File: config.mk
export PLATFORM = sky130hd
export DESIGN_NAME = booth_div
export DESIGN_NICKNAME = d
export VERILOG_FILES = /design/src/rtl/booth_div.sv
export SDC_FILE = /design/constraint.sdc
export NUM_CORES = 1
export LEC_CHECK = 0
export ABC_AREA = 1
export BUFFER_PORTS_ARGS = -buffer_cell sky130_fd_sc_hd__buf_2
export CORE_ASPECT_RATIO = 0.5
export CORE_MARGIN = 1
export CORE_UTILIZATION = 54
export CTS_CLUSTER_SIZE = 25
export DETAILED_ROUTE_END_ITERATION = 8
export PLACE_DENSITY = 0.77
export SLEW_MARGIN = 25
export SYNTH_ARGS = -nofsm -noshare
export SYNTH_HDL_FRONTEND = slang
export SYNTH_SLANG_ARGS = --single-unit
File: constraint.sdc
create_clock -name clk -period 2.2 [get_ports clk]
set_input_delay 0.33 -clock clk [delete_from_list [all_inputs] [get_ports clk]]
set_output_delay 0.33 -clock clk [all_outputs]
set_load 0.01 [all_outputs]
File: src/rtl/booth_div.sv
// ---------------------------------------------------------------------------
// booth_div
//
// Sequential signed divider (N_DIVIDEND / N_DIVISOR, default 16 / 8), the
// inverse of booth_mul. It divides operand magnitudes with an unsigned
// restoring core that produces one quotient bit per clock. Signs are applied
// afterwards, so results round toward zero and the remainder takes the sign
// of the dividend, the same as Verilog '/' and '%' on signed operands.
// Out-of-range quotients saturate and raise overflow. A zero divisor skips
// the iteration phase and returns a zero result with div_by_zero set.
//
// Ports
//   clk          clock, all state changes on the rising edge
//   rst_n        asynchronous active-low reset
//   start        request, sampled only while idle
//   dividend     signed dividend, captured at the accepting edge
//   divisor      signed divisor, captured at the accepting edge
//   busy         high while a division is in progress
//   done         one-cycle pulse when the result registers update
//   quotient     signed quotient, held until the next done
//   remainder    signed remainder, held until the next done
//   div_by_zero  last result came from a zero divisor
//   overflow     last quotient did not fit and was saturated
// ---------------------------------------------------------------------------
module booth_div #(
  parameter int N_DIVIDEND = 16,
  parameter int N_DIVISOR  = 8
) (
  input  logic                  clk,
  input  logic                  rst_n,
  input  logic                  start,
  input  logic [N_DIVIDEND-1:0] dividend,
  input  logic [N_DIVISOR-1:0]  divisor,
  output logic                  busy,
  output logic                  done,
  output logic [N_DIVISOR-1:0]  quotient,
  output logic [N_DIVISOR-1:0]  remainder,
  output logic                  div_by_zero,
  output logic                  overflow
);

  // One iteration per dividend bit; the counter wraps exactly once per run.
  localparam int CW = $clog2(N_DIVIDEND);
  localparam logic [CW-1:0] LAST_ITER = CW'(N_DIVIDEND - 1);

  // The signed quotient needs one extra bit so the negated magnitude of the
  // most negative dividend can still be compared against the output range.
  localparam int QW = N_DIVIDEND + 1;
  localparam logic signed [QW-1:0] Q_MAX = QW'((1 << (N_DIVISOR - 1)) - 1);
  localparam logic signed [QW-1:0] Q_MIN = ~Q_MAX;

  typedef enum logic [1:0] {
    S_IDLE,
    S_CALC,
    S_FIX
  } state_t;

  state_t                state;
  logic [CW-1:0]         iter_cnt;
  logic [N_DIVIDEND-1:0] q_reg;
  logic [N_DIVISOR-1:0]  p_reg;
  logic [N_DIVISOR-1:0]  dvs_mag;
  logic                  sign_q;
  logic                  sign_r;
  logic                  dbz;

  logic [N_DIVIDEND-1:0] dividend_mag;
  logic [N_DIVISOR-1:0]  divisor_mag;
  logic [N_DIVISOR:0]    p_shift;
  logic [N_DIVISOR:0]    p_diff;
  logic                  p_ge;
  logic [N_DIVISOR-1:0]  p_next;
  logic [N_DIVIDEND-1:0] q_next;
  logic [QW-1:0]         q_ext;
  logic signed [QW-1:0]  q_signed;
  logic                  q_ovf;
  logic [N_DIVISOR-1:0]  q_sat;
  logic [N_DIVISOR-1:0]  r_signed;

  // Operand magnitudes. Unary minus of the most negative value wraps back to
  // itself, which is exactly its magnitude when read as unsigned.
  always_comb begin
    dividend_mag = dividend;
    divisor_mag  = divisor;
    if (dividend[N_DIVIDEND-1]) begin
      dividend_mag = -dividend;
    end
    if (divisor[N_DIVISOR-1]) begin
      divisor_mag = -divisor;
    end
  end

  // One restoring step. The partial remainder is shifted into a 9-bit value
  // and compared with the divisor through the borrow of the subtraction: the
  // shifted value is at most 255 and the divisor at least 1, so bit 8 of the
  // difference is set exactly when the subtraction would go negative. The
  // kept remainder is always below the divisor, so 8 bits are enough to store.
  always_comb begin
    p_shift = {p_reg, q_reg[N_DIVIDEND-1]};
    p_diff  = p_shift - {1'b0, dvs_mag};
    p_ge    = ~p_diff[N_DIVISOR];
    p_next  = p_ge ? p_diff[N_DIVISOR-1:0] : p_shift[N_DIVISOR-1:0];
    q_next  = {q_reg[N_DIVIDEND-2:0], p_ge};
  end

  // Sign application and range check for the final result. The saturation
  // value follows the quotient sign; overflow only happens with a nonzero
  // magnitude, so sign_q always matches the true sign in that case.
  always_comb begin
    q_ext    = {1'b0, q_reg};
    q_signed = sign_q ? $signed(-q_ext) : $signed(q_ext);
    q_ovf    = (q_signed > Q_MAX) || (q_signed < Q_MIN);
    q_sat    = sign_q ? {1'b1, {(N_DIVISOR-1){1'b0}}}
                      : {1'b0, {(N_DIVISOR-1){1'b1}}};
    r_signed = sign_r ? -p_reg : p_reg;
  end

  // Control FSM and datapath registers. IDLE captures operands so later
  // input changes have no effect, CALC runs the iterations, and FIX writes
  // every result register and both flags together with the done pulse.
  always_ff @(posedge clk or negedge rst_n) begin
    if (!rst_n) begin
      state       <= S_IDLE;
      iter_cnt    <= '0;
      q_reg       <= '0;
      p_reg       <= '0;
      dvs_mag     <= '0;
      sign_q      <= 1'b0;
      sign_r      <= 1'b0;
      dbz         <= 1'b0;
      busy        <= 1'b0;
      done        <= 1'b0;
      quotient    <= '0;
      remainder   <= '0;
      div_by_zero <= 1'b0;
      overflow    <= 1'b0;
    end else begin
      case (state)
        S_IDLE: begin
          done <= 1'b0;
          if (start) begin
            q_reg    <= dividend_mag;
            p_reg    <= '0;
            dvs_mag  <= divisor_mag;
            sign_q   <= dividend[N_DIVIDEND-1] ^ divisor[N_DIVISOR-1];
            sign_r   <= dividend[N_DIVIDEND-1];
            iter_cnt <= '0;
            busy     <= 1'b1;
            if (divisor == '0) begin
              dbz   <= 1'b1;
              state <= S_FIX;
            end else begin
              dbz   <= 1'b0;
              state <= S_CALC;
            end
          end
        end

        S_CALC: begin
          p_reg    <= p_next;
          q_reg    <= q_next;
          iter_cnt <= iter_cnt + 1'b1;
          if (iter_cnt == LAST_ITER) begin
            state <= S_FIX;
          end
        end

        S_FIX: begin
          if (dbz) begin
            quotient    <= '0;
            remainder   <= '0;
            div_by_zero <= 1'b1;
            overflow    <= 1'b0;
          end else if (q_ovf) begin
            quotient    <= q_sat;
            remainder   <= '0;
            div_by_zero <= 1'b0;
            overflow    <= 1'b1;
          end else begin
            quotient    <= q_signed[N_DIVISOR-1:0];
            remainder   <= r_signed;
            div_by_zero <= 1'b0;
            overflow    <= 1'b0;
          end
          done  <= 1'b1;
          busy  <= 1'b0;
          state <= S_IDLE;
        end

        default: begin
          busy  <= 1'b0;
          done  <= 1'b0;
          state <= S_IDLE;
        end
      endcase
    end
  end

endmodule

==> results.md <==
- Critical-path cell list: inv_2 > ha_4 > inv_2 > fa_2 > a21oi_2 > o21bai_1 > nand2_1 > o311ai_4 > or2_4 > nand2_8 > nand2_2 > o211ai_1 > nand2_1
- Buf/Inv on CP: 2
- Number of remaining DRC errors: 0
- Seq. cell area: around 1500 um2
- Final worst-path cycle share: 101.8%
- Via Count: 4045
- Synthesized instance count: between 500 and 600
- Seq pwr share: between 20% and 30%
- WP depth: 13
- Setup crit end kind: flip-flop
- Critical path class: reg -> reg
- Row Count: 22
- Routed WL per cell: approximately 14 um
- Relative slew slack: between 60 and 70%
- Initial antenna violation count: 0
- # setup viols final: 6
- Post-synth top cells: nand2_1 (176), inv_1 (66), dfrtp_1 (61), nor2_1 (57), o21ai_0 (48)
- Fin nets: between 600 and 700
- CTS tree: yes
- Synth cell types: around 40
- Syn-to-layout area delta: 21.87%
- Max Fanout on Critical Path: 8
- Total Wirelength: roughly 10000 um
- Diode count: 0
- Vias/cell: ~5.4
- Synthesized area: 4148 um2
- Most Crowded Layer GR: met2
- Root Buffer: clkbuf_16
- Fmax: around 450 MHz
- Share of the synthesized area in the top cell type: a little under two fifths
- CTS buffer count: 9
- Most numerous cell in the Yosys netlist: nand2_1
- Internal cell power: between 4 and 5 mW
- Hold depth: 2
- Tmin final: around 2.2 ns
- Net switching power figure: around 3.9 mW
- Total GRT Usage: a little over a quarter
- Met2 usage: a little over two fifths
- Worst slew pin tran: 0.5539 ns
- DRT Pass-1 Iters: 5
- Multi-input logic area: between 2000 and 2500 um2
- Number of synthesized flops with an enable pin: 0
- H-tree levels: 3
- Setup TNS: -0.09198 ns
- Met1 Use GR: between 30% and 40%
- Layout cells sized above 1: approximately a fifth
- RePlAce Congestion: between 0.8 and 0.9
- Clk buf depth: 2
- Area of the core: 7377 um2
- Largest net degree at the start of global routing: 40
- Sw Ratio: approximately 47%
- Max incr delay on CP: ~0.4 ns
- Top post-synthesis cells by area: dfrtp_1 (37%), nand2_1 (16%), inv_1 (6.0%)
- Clk pwr share: between 10% and 20%
- Final Max Slew Viols: 0
- PwrDens: about 1600 nW/um2
- Reg2reg path depth: 13
- Crit path DAT: 2.46 ns
- Die X: between 100 and 150 um
- Post-synth top area cell: dfrtp_1
- Startpoint types: flip-flop
- Die ar.: a little over 8000 um2
- Max reg flops: 16
- Share of flip-flops with an asynchronous set or reset after synthesis: 100.0%
- Failing checks: negative setup slack
- Dpl ws: -0.09712 ns
- Worst skew pair latency: 0.34 ns
- Main synth FF type: dfrtp_1
- Ys Warns: 0
- PortBufs: 46
- Reg clk slew, reported paths: roughly 0.06 ns
- Vias in the first global route: about 3.6k
- Avg Inst Size Synth: a little over 7 um2
- CP delay by family, top: simple AND/OR/NAND/NOR gates
- Register bit total from synthesis: roughly 60
- Hold crit path type: in -> reg
- Status: finished, violations left
- Seq/Total Area, Yosys: 36.80%
- Max-cap violations: 0
- Unrepaired setup endpoints after global routing: true
- Max VDD drop: between 900 and 1000 uV
- LEAKAGE: about 2.6 nW
- Worst Skew: between 0.007 and 0.008 ns
- Syn_nets: 619
- Logic pwr share: roughly 57%
- Max stage delay cell, worst path: dfrtp_1
- IO Pins: 47
- First-pass GRT wire length: between 15000 and 20000 um
- Initial Util: a little under three fifths
- GRT overflow: 0
- Final ANT Viol Nets: 0
- DPL Wire Length: 7397 um
- Final hold vios: 0
- Clk sinks: just over 60
- Filler cells: 613
- Iter 0 DRT Violations: around 280
- CP Data Required Time: around 2.4 ns
- Final worst setup slack: -0.03882 ns
- DIE HEIGHT: 63.97 um
- Met3 usage: 5.863%
[cell usage in the layout (no fill, tap or decap), types with 8 or more instances in the layout]
master and n:
a21oi_1 16, buf_2 46, buf_4 22, clkbuf_16 9, dfrtp_1 60, ha_1 11
inv_1 63, nand2_1 166, nand2_2 12, nand3_1 30, nor2_1 55, nor3_1 9
o21ai_0 37, o21ai_1 9, o21ai_2 10, o221ai_1 8, xor2_1 24
[final cells by class]
class | count | area share [%]
clock inverters | 3 | 0.8663
well taps | 96 | 2.376
flip-flops and latches | 61 | 30.22
multi-input cells | 432 | 47.65
clock buffers | 12 | 5.272
inverters | 70 | 5.198
repair buffers | 70 | 8.416
[per-stage QoR]
step | hold WS, ns | power (mW) | utilization (%) | std cells | instance area [um2]
finish | 0.2145 | 8.328 | 68.52 | 744 | 5055
global placement | 0.3466 | 6.054 | 62.08 | 722 | 4579
CTS | 0.2132 | 7.767 | 66.67 | 740 | 4918
floorplan | 0.03441 | 5.055 | - | 578 | 4156
detailed placement | 0.3448 | 6.160 | 62.08 | 722 | 4579
global route | 0.2385 | 9.010 | 68.52 | 744 | 5055
[timing repair]
| item | 4_1_cts | 5_1_grt |
|---|---|---|
| hold endpoints to repair | 18 | 0 |
| gates resized for setup | 1 | 38 |
| gates cloned | 1 | 0 |
| setup buffers | 1 | 4 |
| setup endpoints to repair | 8 | 25 |
| hold buffers | 1 | 0 |
| pin swaps | 2 | 21 |
[logic make-up (layout without fill, tap and decap cells)]
kind of cell	count (synthesis)	in the layout	share of synthesized area, %
and+or+nand+nor	289	290	29.99
AOI/OAI and AO/OA	100	100	14.75
buffers and inverters	86	155	8.145
DFF	61	61	36.80
xor gates and xnor gates	28	28	5.912
adders and majority gates	14	14	4.404
[worst paths after layout]
path | from | slack (ns) | to
setup reg to reg | q_reg[15] | -0.04 | p_reg[6]
hold reg to reg | overflow | 0.47 | overflow
hold / removal | divisor[5] | 0.21 | dvs_mag[7]
setup / recovery | q_reg[15] | -0.04 | p_reg[6]
max in group asynchronous | rst_n | 1.07 | iter_cnt[0]
min in group asynchronous | rst_n | 0.51 | q_reg[3]
[power groups by stage]
stage	combinational (mW)	clock (mW)	sequential (mW)
3_5_place_dp	4.11	0	2.05
4_1_cts	4.23	1.49	2.04
3_3_place_gp	4.02	0	2.04
5_1_grt	5.34	1.55	2.12
2_1_floorplan	3.05	0	2.00
6_report	4.77	1.48	2.07
[per-layer routing]
metal  part of all wire [%]  routed length (um)
met1                     46                4750
met2                     48                4965
met3                    5.1                 532
met4                    1.8                 184
met5                      0                   0
(Power assumes the default switching activity.)
